### src/rtl/lift_mod3_seq_pkg.sv
// Shared types and constants for the Lift-stage mod-3 sequencer.
package lift_pkg;

  localparam int N_HRSS = 701;
  localparam int COEF_W = 13;
  localparam logic [COEF_W-1:0] MINUS_ONE = 13'd8191;

  typedef enum logic [1:0] {
    IDLE,
    RUN,
    DRAIN,
    DONE
  } state_t;

endpackage

### src/rtl/lift_mod3_seq_mod3.sv
// Mod-3 reduction datapath: maps an unsigned coefficient to 0, 1 or -1 (mod 2^13).
module mod3
  import lift_pkg::*;
#(
  parameter int NUM_WIDTH_LENGTH = 14
) (
  input  logic [NUM_WIDTH_LENGTH-1:0] num,
  output logic [COEF_W-1:0]           result
);

  logic [1:0] rem;

  // Horner scan from MSB to LSB: rem <- (2*rem + bit) mod 3.
  always_comb begin
    rem = 2'd0;
    for (int i = NUM_WIDTH_LENGTH - 1; i >= 0; i--) begin
      case ({rem, num[i]})
        3'b000:  rem = 2'd0;
        3'b001:  rem = 2'd1;
        3'b010:  rem = 2'd2;
        3'b011:  rem = 2'd0;
        3'b100:  rem = 2'd1;
        3'b101:  rem = 2'd2;
        default: rem = 2'd0;
      endcase
    end
  end

  always_comb begin
    case (rem)
      2'd0:    result = '0;
      2'd1:    result = COEF_W'(1);
      default: result = MINUS_ONE;
    endcase
  end

endmodule

### src/rtl/lift_mod3_seq.sv
// Streams an N-coefficient polynomial from RAM through the mod-3 datapath and
// writes the reduced coefficients back (read issue, data/valid align, write).
module lift_mod3_seq
  import lift_pkg::*;
#(
  parameter int N      = N_HRSS,
  parameter int IN_W   = 14,
  parameter int OUT_W  = COEF_W,
  parameter int ADDR_W = 10
) (
  input  logic              clk,
  input  logic              rst,
  input  logic              start,
  input  logic [ADDR_W-1:0] src_base,
  input  logic [ADDR_W-1:0] dst_base,
  input  logic              hold,
  output logic              busy,
  output logic              done,
  output logic              rd_en,
  output logic [ADDR_W-1:0] rd_addr,
  input  logic [IN_W-1:0]   rd_data,
  output logic              wr_en,
  output logic [ADDR_W-1:0] wr_addr,
  output logic [OUT_W-1:0]  wr_data
);

  localparam int K_W = $clog2(N + 1);
  localparam logic [K_W-1:0] K_END = K_W'(N);

  state_t state;

  logic [K_W-1:0]    k;
  logic [K_W-1:0]    rd_k;
  logic [K_W-1:0]    s1_k;
  logic [ADDR_W-1:0] src_q;
  logic [ADDR_W-1:0] dst_q;
  logic              rd_q;
  logic              wr_q;
  logic              s1_valid;
  logic [COEF_W-1:0] red;

  mod3 #(
    .NUM_WIDTH_LENGTH(IN_W)
  ) u_mod3 (
    .num   (rd_data),
    .result(red)
  );

  // Strobes are masked during an arbiter stall; the registers behind them freeze.
  assign rd_en = rd_q & ~hold;
  assign wr_en = wr_q & ~hold;

  always_ff @(posedge clk) begin
    if (rst) begin
      state   <= IDLE;
      k       <= '0;
      rd_k    <= '0;
      src_q   <= '0;
      dst_q   <= '0;
      busy    <= 1'b0;
      done    <= 1'b0;
      rd_q    <= 1'b0;
      rd_addr <= '0;
    end else if (!hold) begin
      case (state)
        IDLE: begin
          done <= 1'b0;
          if (start) begin
            src_q   <= src_base;
            dst_q   <= dst_base;
            rd_q    <= 1'b1;
            rd_addr <= src_base;
            rd_k    <= '0;
            k       <= K_W'(1);
            busy    <= 1'b1;
            state   <= RUN;
          end
        end
        RUN: begin
          // k is the next index to issue; it reaches N once the last read is out.
          if (k == K_END) begin
            rd_q  <= 1'b0;
            state <= DRAIN;
          end else begin
            rd_addr <= src_q + ADDR_W'(k);
            rd_k    <= k;
            k       <= k + 1'b1;
          end
        end
        DRAIN: begin
          if (!s1_valid) begin
            busy  <= 1'b0;
            done  <= 1'b1;
            state <= DONE;
          end
        end
        DONE: begin
          done  <= 1'b0;
          state <= IDLE;
        end
        default: state <= IDLE;
      endcase
    end
  end

  // rd_data arrives one unstalled cycle after its read, alongside s1_valid/s1_k.
  always_ff @(posedge clk) begin
    if (rst) begin
      s1_valid <= 1'b0;
      s1_k     <= '0;
      wr_q     <= 1'b0;
      wr_addr  <= '0;
      wr_data  <= '0;
    end else if (!hold) begin
      s1_valid <= rd_q;
      s1_k     <= rd_k;
      wr_q     <= s1_valid;
      if (s1_valid) begin
        wr_addr <= dst_q + ADDR_W'(s1_k);
        wr_data <= OUT_W'(red);
      end
    end
  end

endmodule

### config.mk
export PLATFORM = sky130hd
export DESIGN_NAME = lift_mod3_seq
export DESIGN_NICKNAME = d
export VERILOG_FILES = /design/src/rtl/lift_mod3_seq_pkg.sv /design/src/rtl/lift_mod3_seq_mod3.sv /design/src/rtl/lift_mod3_seq.sv
export SDC_FILE = /design/constraint.sdc
export NUM_CORES = 1
export LEC_CHECK = 0
export BUFFER_PORTS_ARGS = -buffer_cell sky130_fd_sc_hd__buf_2
export CAP_MARGIN = 20
export CELL_PAD_IN_SITES_DETAIL_PLACEMENT = 0
export CELL_PAD_IN_SITES_GLOBAL_PLACEMENT = 1
export CORE_UTILIZATION = 46
export DETAILED_ROUTE_END_ITERATION = 7
export GPL_TIMING_DRIVEN = 0
export PLACE_DENSITY_LB_ADDON = 0.1
export REMOVE_ABC_BUFFERS = 1
export SYNTH_ARGS = -nofsm -noshare
export SYNTH_HDL_FRONTEND = slang
export SYNTH_SLANG_ARGS = --single-unit
### constraint.sdc
create_clock -name clk -period 8.6 [get_ports clk]
set_clock_uncertainty 0.05 [all_clocks]
set_input_delay 0.86 -clock clk [delete_from_list [all_inputs] [get_ports clk]]
set_output_delay 0.86 -clock clk [all_outputs]
set_load 0.03 [all_outputs]
# Word level (Yosys, flattened, before mapping)
# Index checks and enable logic that the tools add are counted.
dict set report op_classes {
  addsub 3
  eq_ne 61
  muxes 35
  bitwise 4
  n_reduce_logical 39
}
# cell n
set ops {}
lappend ops {{$eq 3x3->1 const B} 26}
lappend ops {{$mux 10} 6}
lappend ops {{$pmux 10 s2} 3}
lappend ops {{$pmux 2 s2} 14}
lappend ops {{$reduce_or 2->1} 27}
lappend ops {{$eq 3x1->1 const B} 13}
lappend ops {{$eq 3x2->1 const B} 13}
lappend ops {{$pmux 13 s2} 1}
lappend ops {{$add 10x10->10} 2}
lappend ops {{$reduce_and 4->1} 4}
lappend ops {{$add 10x1->10 const B} 1}
lappend ops {{$eq 10x10->1 const B} 1}
lappend ops {{$ne 2x2->1 const B} 4}
lappend ops {{$pmux 2 s4} 1}
lappend ops {{$mux 2} 3}
lappend ops {{$pmux 1 s2} 3}
lappend ops {{$reduce_and 3->1} 2}
lappend ops {{$reduce_bool 2->1} 3}
lappend ops {{$eq 2x1->1 const B} 2}
lappend ops {{$eq 2x2->1 const B} 2}
lappend ops {{$logic_not 2->1} 2}
lappend ops {{$mux 1} 4}
lappend ops {{$and 1x1->1} 2}
lappend ops {{$not 1->1} 2}
lappend ops {{$reduce_and 2->1} 1}
dict set report word_totals {
  reg_bits 90
  input_bits 38
  output_inout_bits 37
}

# Logic depth before layout (Yosys ltp)
# Gate-level depths: netlist of the first run.
dict set report depth {
  depth_word 43
  depth_mapped 13
  depth_no_buf 13
}

# Hierarchy
# Synthesis of the first run repeated with hierarchy kept, for this count alone.
dict set report hier_totals {
  hier_cells 634
  area_unflattened_um2 5257.5
}
# mod n_inst cells_each area_each_um2 seq_area_each_um2
set by_module_without_submodules {}
lappend by_module_without_submodules {lift_mod3_seq 1 499 4271.6 1801.7}
lappend by_module_without_submodules {mod3 1 135 985.9 0.0}

# Worst setup path before layout of the first run
# Ideal clock, no wire load.
dict set report synth_timing {
  path_kind {input port to flip-flop}
  startpoint {in rd_data[9]}
  endpoint {reg wr_data[0]}
  arrival_time_ps 3167
  required_ps 8428
  path_slack_ps 5262
  stages 11
  n_path_buf 1
  path_cell_list {buf_4 inv_1 mux2i_1 a22oi_2 nor3_4 mux2i_1 a311o_1 or4_1 a211o_1 a22oi_2 o41ai_2}
}
dict set report synth_between {
  elab_chain_len 32
  elab_cells_between_ends 73
}
# element line_no
set synth_lines {}
lappend synth_lines {{from (decl)} lift_mod3_seq.sv:21} ;# input logic [IN_W-1:0] rd_data,
lappend synth_lines {{$eq 3x2->1, or another cell as far along} lift_mod3_seq_mod3.sv:17} ;# case ({rem, num[i]})
lappend synth_lines {{$reduce_or 2->1 (no line)} -}
lappend synth_lines {{$pmux 2 s2 (*)} lift_mod3_seq_mod3.sv:17}
lappend synth_lines {{$eq 3x2->1, or another cell as far along} lift_mod3_seq_mod3.sv:17}
lappend synth_lines {{$reduce_or 2->1 (no line)} -}
lappend synth_lines {{$pmux 2 s2 (*)} lift_mod3_seq_mod3.sv:17}
lappend synth_lines {{$eq 3x2->1, or another cell as far along} lift_mod3_seq_mod3.sv:17}
lappend synth_lines {{$reduce_or 2->1 (no line)} -}
lappend synth_lines {{[16 not listed]} -}
lappend synth_lines {{$eq 3x2->1, or another cell as far along} lift_mod3_seq_mod3.sv:17}
lappend synth_lines {{$reduce_or 2->1 (no line)} -}
lappend synth_lines {{$pmux 2 s2 (*)} lift_mod3_seq_mod3.sv:17}
lappend synth_lines {{$eq 3x2->1, or another cell as far along} lift_mod3_seq_mod3.sv:17}
lappend synth_lines {{$reduce_or 2->1 (no line)} -}
lappend synth_lines {{$pmux 2 s2 (*)} lift_mod3_seq_mod3.sv:17}
lappend synth_lines {{$eq 2x1->1 / $logic_not 2->1 (equally long branches)} lift_mod3_seq_mod3.sv:30} ;# case (rem)
lappend synth_lines {{$pmux 13 s2 (*)} lift_mod3_seq_mod3.sv:30}
lappend synth_lines {{to (signal assigned)} lift_mod3_seq.sv:120} ;# wr_data <= OUT_W'(red);
lappend synth_lines {{to (decl)} lift_mod3_seq.sv:24} ;# output logic [OUT_W-1:0] wr_data
# Mark *: on every way between the ends. The rest lies on a longest branch, timed or not.
# A chain may end at the register's enable or synchronous reset.

# Worst setup path after layout of the first run
dict set report layout_timing {
  startpoint {in rd_data[8]}
  endpoint {reg wr_data[11]}
}
dict set report layout_between {
  elab_chain_len 29
  elab_cells_between_ends 66
}
# element line_no
set layout_lines {}
lappend layout_lines {{$eq 3x2->1, or another cell as far along} lift_mod3_seq_mod3.sv:17}
lappend layout_lines {{$reduce_or 2->1 (no line)} -}
lappend layout_lines {{$pmux 2 s2 (*)} lift_mod3_seq_mod3.sv:17}
lappend layout_lines {{$eq 3x2->1, or another cell as far along} lift_mod3_seq_mod3.sv:17}
lappend layout_lines {{$reduce_or 2->1 (no line)} -}
lappend layout_lines {{$pmux 2 s2 (*)} lift_mod3_seq_mod3.sv:17}
lappend layout_lines {{$eq 3x2->1, or another cell as far along} lift_mod3_seq_mod3.sv:17}
lappend layout_lines {{$reduce_or 2->1 (no line)} -}
lappend layout_lines {{[13 not listed]} -}
lappend layout_lines {{$eq 3x2->1, or another cell as far along} lift_mod3_seq_mod3.sv:17}
lappend layout_lines {{$reduce_or 2->1 (no line)} -}
lappend layout_lines {{$pmux 2 s2 (*)} lift_mod3_seq_mod3.sv:17}
lappend layout_lines {{$eq 3x2->1, or another cell as far along} lift_mod3_seq_mod3.sv:17}
lappend layout_lines {{$reduce_or 2->1 (no line)} -}
lappend layout_lines {{$pmux 2 s2 (*)} lift_mod3_seq_mod3.sv:17}
lappend layout_lines {{$eq 2x1->1 / $logic_not 2->1 (equally long branches)} lift_mod3_seq_mod3.sv:30}
lappend layout_lines {{$pmux 13 s2 (*)} lift_mod3_seq_mod3.sv:30}
# Marked as above.

==> results.json, run 1 <==
{
  "critPathMaxFanout": 12,
  "tns_ns": 0,
  "holdPathStages": 2,
  "grt_start_max_net_pins": 52,
  "die_h_um": 103.1,
  "ant_nets": 0,
  "core_um2": 9819,
  "die_width_um": 103.1,
  "synth_area_um2": 4698,
  "layout-drive-gt1-share_pct": 18.23,
  "preCtsSetupSlack_ns": 4.838,
  "drv_cap": 0,
  "start_util_pct": 47.85,
  "cts.sinks": 79,
  "path_delay_family": "compound AO/OA/AOI/OAI gates",
  "max_stage_delay_ns": 0.44,
  "clk_pin_slew_ns": 0.08,
  "yosysTopAreaCellShare_pct": 33.66,
  "yosys_warnings": 0,
  "crit_required_ns": 8.78,
  "ys_ff_latch": 79,
  "synth_area_leaders": "dfxtp_1 (34%), a21oi_1 (6.6%), nand2_1 (6.5%), ha_1 (6.1%), nor2_1 (5.0%)",
  "grt_first_pass_wirelength_um": 16060,
  "crit_buf_inv": 1,
  "cts_tree": "yes",
  "synthTopCellsByCount": "nand2_1 (81), dfxtp_1 (79), a21oi_1 (62), nor2_1 (62), inv_1 (24)",
  "hpwl_um": 6941,
  "vias": 3928,
  "cts_max_level": 3,
  "die-area_um2": 10620,
  "syn_avg_cell_area_um2": 8.214,
  "slowest_stage": "a311o_1",
  "areaGrowthSynthToFinish_pct": 11.26,
  "layout_setup_ws_ns": 5.163,
  "leakage_uw": 0.002231,
  "period_needed_ns": 3.437,
  "finalHoldViolCount": 0,
  "crit_chain": "buf_2 -> and4b_1 -> mux2i_1 -> o22ai_1 -> nor3_4 -> mux2i_1 -> a311o_1 -> or2_0 -> a2111oi_1 -> o221a_1 -> a31oi_1",
  "r2r_cells": 10,
  "synthArstFlopShare_pct": 0,
  "worstSkewPairLatency_ns": 0.34,
  "max_freq_mhz": 290.9,
  "clockBufferDepth": 2,
  "hold_path_class": "reg -> reg",
  "path_common_cell": "mux2i_1",
  "clockRootBuffer": "clkbuf_8",
  "cts_resized": 0,
  "relSlewSlack_pct": 42.84,
  "globalplace.congestion": 0.8344,
  "regToRegSetupSlack_ns": 5.89,
  "power_uw": 895.5,
  "cts_buffers": 9,
  "cts_setup_buffers": 0,
  "io_buffers": 74,
  "grt_antenna_before_repair": 0,
  "nets": 679,
  "syn_inst": 572,
  "io_pins": 75,
  "synth_edf_count": 0,
  "fp-row-count": 36,
  "drt_iter0_markers": 142,
  "arrival_ns": 3.62,
  "whs_endpoint": "wr_addr[2]",
  "worstHoldStart": "wr_addr[2]",
  "fillCellCount": 953,
  "synth_cell_types": 71,
  "synth_top_flop_cell": "dfxtp_1",
  "vias_per_cell": 5.216,
  "run_status": "complete, no violations",
  "crit_cells": 11,
  "rr_startpoint": "k[0]",
  "powerDensity_nw_per_um2": 171.3,
  "setup_viol": 0,
  "ys_seq_area_share_pct": 33.66,
  "grt_usage_pct": 19.12,
  "overflow": 0,
  "wl_um": 9685,
  "hold_buffers": 0,
  "yosys.area.top_type": "dfxtp_1",
  "cp-start-kind": "primary input",
  "rsz0062_at_grt": "false",
  "drc": 0,
  "criticalPathCategory": "in -> reg",
  "routedWlPerCell_um": 12.86,
  "dr.pass1.iters": 4,
  "grt_pass1_vias": 3419,
  "antenna_cells": 0,
  "reg2reg_to": "k[9]",
  "worst_setup_path_end_kind": "flip-flop",
  "period_share_pct": 39.97,
  "synthMostInstantiatedCell": "nand2_1",
  "drv_slew": 0,
  "worst_slew_pin_slew_ns": 0.8574,
  "vdd_drop_max_mv": 0.09411
}
[power by group]
| part | internal [uW] | switching [uW] | total [uW] |
|---|---|---|---|
| Combinational | 61.8 | 106 | 168 |
| Sequential | 380 | 9.47 | 390 |
| Clock | 207 | 130 | 337 |
[cells in the final DEF, fill, tap and decap left out, types with 3 or more instances in the layout]
cell / netlist / final
nand4_1: 5 / 5
clkbuf_8: 5 / 11
and3_1: 3 / 3
inv_1: 24 / 24
nand2_1: 81 / 81
xnor2_1: 16 / 16
bufinv_16: 0 / 3
nor2_1: 62 / 61
ha_1: 23 / 23
nor4_1: 3 / 3
a21oi_1: 62 / 62
nand3b_1: 5 / 5
buf_2: 0 / 74
nand2b_1: 8 / 8
nand3_1: 9 / 9
o21bai_1: 5 / 5
mux2i_1: 19 / 19
dfxtp_1: 79 / 79
nor2b_1: 8 / 8
a21o_1: 5 / 5
o31ai_1: 3 / 3
o21ai_0: 15 / 15
or2_2: 3 / 3
nor3_1: 4 / 4
xor2_1: 10 / 10
a22oi_1: 10 / 10
a211oi_1: 14 / 14
[logic make-up after synthesis]
group                    synth area share [%]
AND/OR/NAND/NOR                         21.33
buffers and inverters                   8.096
adder cells (fa/ha/maj)                 6.977
XOR/XNOR                                5.193
flip-flops                              33.66
multiplexers                            4.527
AO/OA/AOI/OAI                           20.21
[tightest hold or removal path, cell delays in order (launching register included)]
cell and delay [ns]:
dfxtp_1 0.31, nand2_1 0.05, a21oi_1 0.05
[per-layer routing]
metal  vias to the layer above  part of all wire (%)  global-route usage (%)
met2                        86                    45                   30.97
met5                         -                     0                       0
met3                         2                   3.8                   4.881
met4                         0                  0.32                   3.359
li1                       2062                     -                       -
met1                      1778                    51                   25.94
[worst max-delay path by stage]
stage / end / from
after detailed placement: wr_data[11] / rd_data[8]
after global routing: wr_data[11] / rd_data[8]
after CTS: wr_data[11] / rd_data[8]
final: wr_data[11] / rd_data[8]
after global placement: wr_data[11] / rd_data[8]
after floorplan: wr_data[10] / wr_data[11]
[area by class of cell]
type / instances / area, um^2 / area share, %
Clock buffer: 12 / 155.1 / 2.968
Tap cell: 133 / 166.4 / 3.183
Inverter: 24 / 90.09 / 1.723
Clock inverter: 3 / 90.09 / 1.723
Multi-Input combinational cell: 426 / 2739 / 52.39
Sequential cell: 79 / 1582 / 30.25
Timing Repair Buffer: 76 / 405.4 / 7.755
[metrics by stage]
stage | std cells | hold slack (ns) | area [um^2] | util (%)
final | 753 | 0.4013 | 5228 | 53.24
after global routing | 753 | 0.4285 | 5228 | 53.24
after CTS | 753 | 0.4029 | 5228 | 53.24
after detailed placement | 738 | 0.3928 | 4982 | 50.74
after global placement | 736 | 0.3866 | 4945 | 50.36
after floorplan | 529 | 0.3826 | 4408 | -
[registers in the layout, summed over array words and instances, names as in the netlist]
signal and flops:
busy 1, done 1, dst_q 10, k 10, rd_addr 10, rd_k 10
rd_q 1, s1_k 10, s1_valid 1, src_q 10, state 2, wr_addr 10
wr_data 2, wr_q 1
(Power assumes the default switching activity.)
==> run 2, diff against run 1 <==
--- a/config.mk
+++ b/config.mk
@@ -9,7 +9,7 @@
 export CAP_MARGIN = 20
 export CELL_PAD_IN_SITES_DETAIL_PLACEMENT = 0
 export CELL_PAD_IN_SITES_GLOBAL_PLACEMENT = 1
-export CORE_UTILIZATION = 46
+export CORE_UTILIZATION = 38
 export DETAILED_ROUTE_END_ITERATION = 7
 export GPL_TIMING_DRIVEN = 0
 export PLACE_DENSITY_LB_ADDON = 0.1
==> constraint.sdc (replaced) <==
create_clock -name clk -period 3 [get_ports clk]
set_clock_uncertainty 0.05 [all_clocks]
set_input_delay 0.3 -clock clk [delete_from_list [all_inputs] [get_ports clk]]
set_output_delay 0.3 -clock clk [all_outputs]
set_load 0.03 [all_outputs]
==> results.json, run 2 (synthesis gave the netlist of run 1 again) <==
{
  "die-area_um2": 12810,
  "powerDensity_nw_per_um2": 510.4,
  "grt_usage_pct": 17.26,
  "vdd_drop_max_mv": 0.4164,
  "drt_iter0_markers": 204,
  "drv_cap": 0,
  "leakage_uw": 0.002256,
  "preCtsSetupSlack_ns": -0.2950,
  "final_cell_mix": "nand2_1 (81), dfxtp_1 (79), buf_2 (73)",
  "hold_buffers": 0,
  "criticalPathCategory": "in -> reg",
  "worst_slew_pin_slew_ns": 0.8298,
  "clockRootBuffer": "clkbuf_16",
  "antenna_cells": 0,
  "cts_max_level": 3,
  "dr.pass1.iters": 5,
  "run_status": "complete, no violations",
  "vias": 3961,
  "worst_setup_path_end_kind": "flip-flop",
  "ant_nets": 0,
  "grt_first_pass_wirelength_um": 17770,
  "overflow": 0,
  "drc": 0,
  "fp-row-count": 40,
  "drv_slew": 0,
  "critPathMaxFanout": 11,
  "grt_pass1_vias": 3619,
  "layout_setup_ws_ns": 0.2123,
  "grt_antenna_before_repair": 0,
  "io_pins": 75,
  "period_share_pct": 92.92,
  "rsz0062_at_grt": "false",
  "setup_viol": 0,
  "cts_buffers": 9,
  "max_freq_mhz": 358.7,
  "globalplace.congestion": 0.8021,
  "die_h_um": 113.2,
  "wl_um": 10310,
  "fin_util_pct": 44.53,
  "crit_chain": "buf_2 -> nor4b_2 -> mux2i_2 -> o22ai_1 -> nor3_4 -> buf_4 -> mux2_2 -> o32ai_4 -> nor3_1 -> a2111oi_2 -> o221a_1 -> a31oi_1",
  "period_needed_ns": 2.788,
  "crit_buf_inv": 2,
  "arrival_ns": 2.95,
  "cts_tree": "yes",
  "hold_path_class": "in -> reg",
  "cp-start-kind": "primary input",
  "clk_pin_slew_ns": 0.06,
  "grt_start_max_net_pins": 51,
  "path_delay_family": "compound AO/OA/AOI/OAI gates",
  "relSlewSlack_pct": 44.57,
  "hpwl_um": 7445,
  "finalHoldViolCount": 0,
  "vias_per_cell": 5.144,
  "start_util_pct": 39.11,
  "layout-drive-gt1-share_pct": 19.74,
  "clockBufferDepth": 2,
  "io_buffers": 74,
  "final_common_cell": "nand2_1",
  "worstSkewPairLatency_ns": 0.34,
  "cts.sinks": 79,
  "nets": 681,
  "areaGrowthSynthToFinish_pct": 13.85,
  "routedWlPerCell_um": 13.39,
  "die_width_um": 113.2,
  "max_stage_delay_ns": 0.37,
  "core_um2": 12010,
  "crit_required_ns": 3.16,
  "power_uw": 2730,
  "slowest_stage": "nor4b_2"
}
[run 2: changes by cell type in the layout (fill, tap and decap cells not counted), sizes merged]
cell	change
clkbuf	-2
inv	+2
bufinv	-2
clkinvlp	+2
clkinv	+2
buf	+1
[run 2: cell type report]
| cell class | count | area [um^2] |
|---|---|---|
| well taps | 147 | 183.9 |
| clock buffers | 9 | 225.2 |
| flip-flops and latches | 79 | 1582 |
| inverters | 24 | 90.09 |
| multi-input cells | 426 | 2765 |
| repair buffers | 78 | 422.9 |
| fillers | 1211 | 6663 |
| clock inverters | 7 | 80.08 |
[run 2: report_power, final]
| part | internal [uW] | leakage [uW] | switching, uW | total [uW] |
|---|---|---|---|---|
| clock | 653 | 0.000143 | 462 | 1110 |
| sequential | 1090 | 0.000641 | 26.9 | 1120 |
| combinational | 186 | 0.00147 | 312 | 497 |
| total | 1930 | 0.00226 | 800 | 2730 |
[run 2: through the flow]
stage / TNS, ns / hold slack (ns) / cell area, um^2 / instances
floorplan: -0.1482 / 0.3191 / 4408 / 529
global placement: -0.4703 / 0.3889 / 4962 / 750
detailed placement: -0.5175 / 0.3936 / 5000 / 752
CTS: 0 / 0.1343 / 5305 / 768
global route: 0 / 0.1373 / 5349 / 770
finish: 0 / 0.1433 / 5349 / 770
[run 2: what timing repair did]
item | CTS | global route
gates resized for setup | 0 | 8
hold endpoints to repair | 0 | 0
endpoints found under the setup margin | 0 | 5
setup buffers | 0 | 2
[run 2: worst min-delay path, cell delays in order]
cell	delay (ns)
buf_2	0.10
nand2_1	0.04
a21oi_1	0.05
[run 2: routing by layer]
metal | track usage (%) | wire length [um] | up-vias
met4 | 4.474 | 109 | 0
met5 | 0 | 0 | -
li1 | - | - | 2078
met2 | 27.61 | 4728 | 73
met1 | 23.01 | 5096 | 1803
met3 | 4.606 | 379 | 7
[run 2: worst paths after layout]
kind	startpoint	endpoint	slack (ns)	depth (start not counted)
hold reg to reg	wr_addr[2]	wr_addr[2]	0.40	2
setup reg to reg	k[1]	k[7]	0.34	11
setup / recovery	rd_data[12]	wr_data[11]	0.21	12
hold / removal	dst_base[9]	dst_q[9]	0.14	3
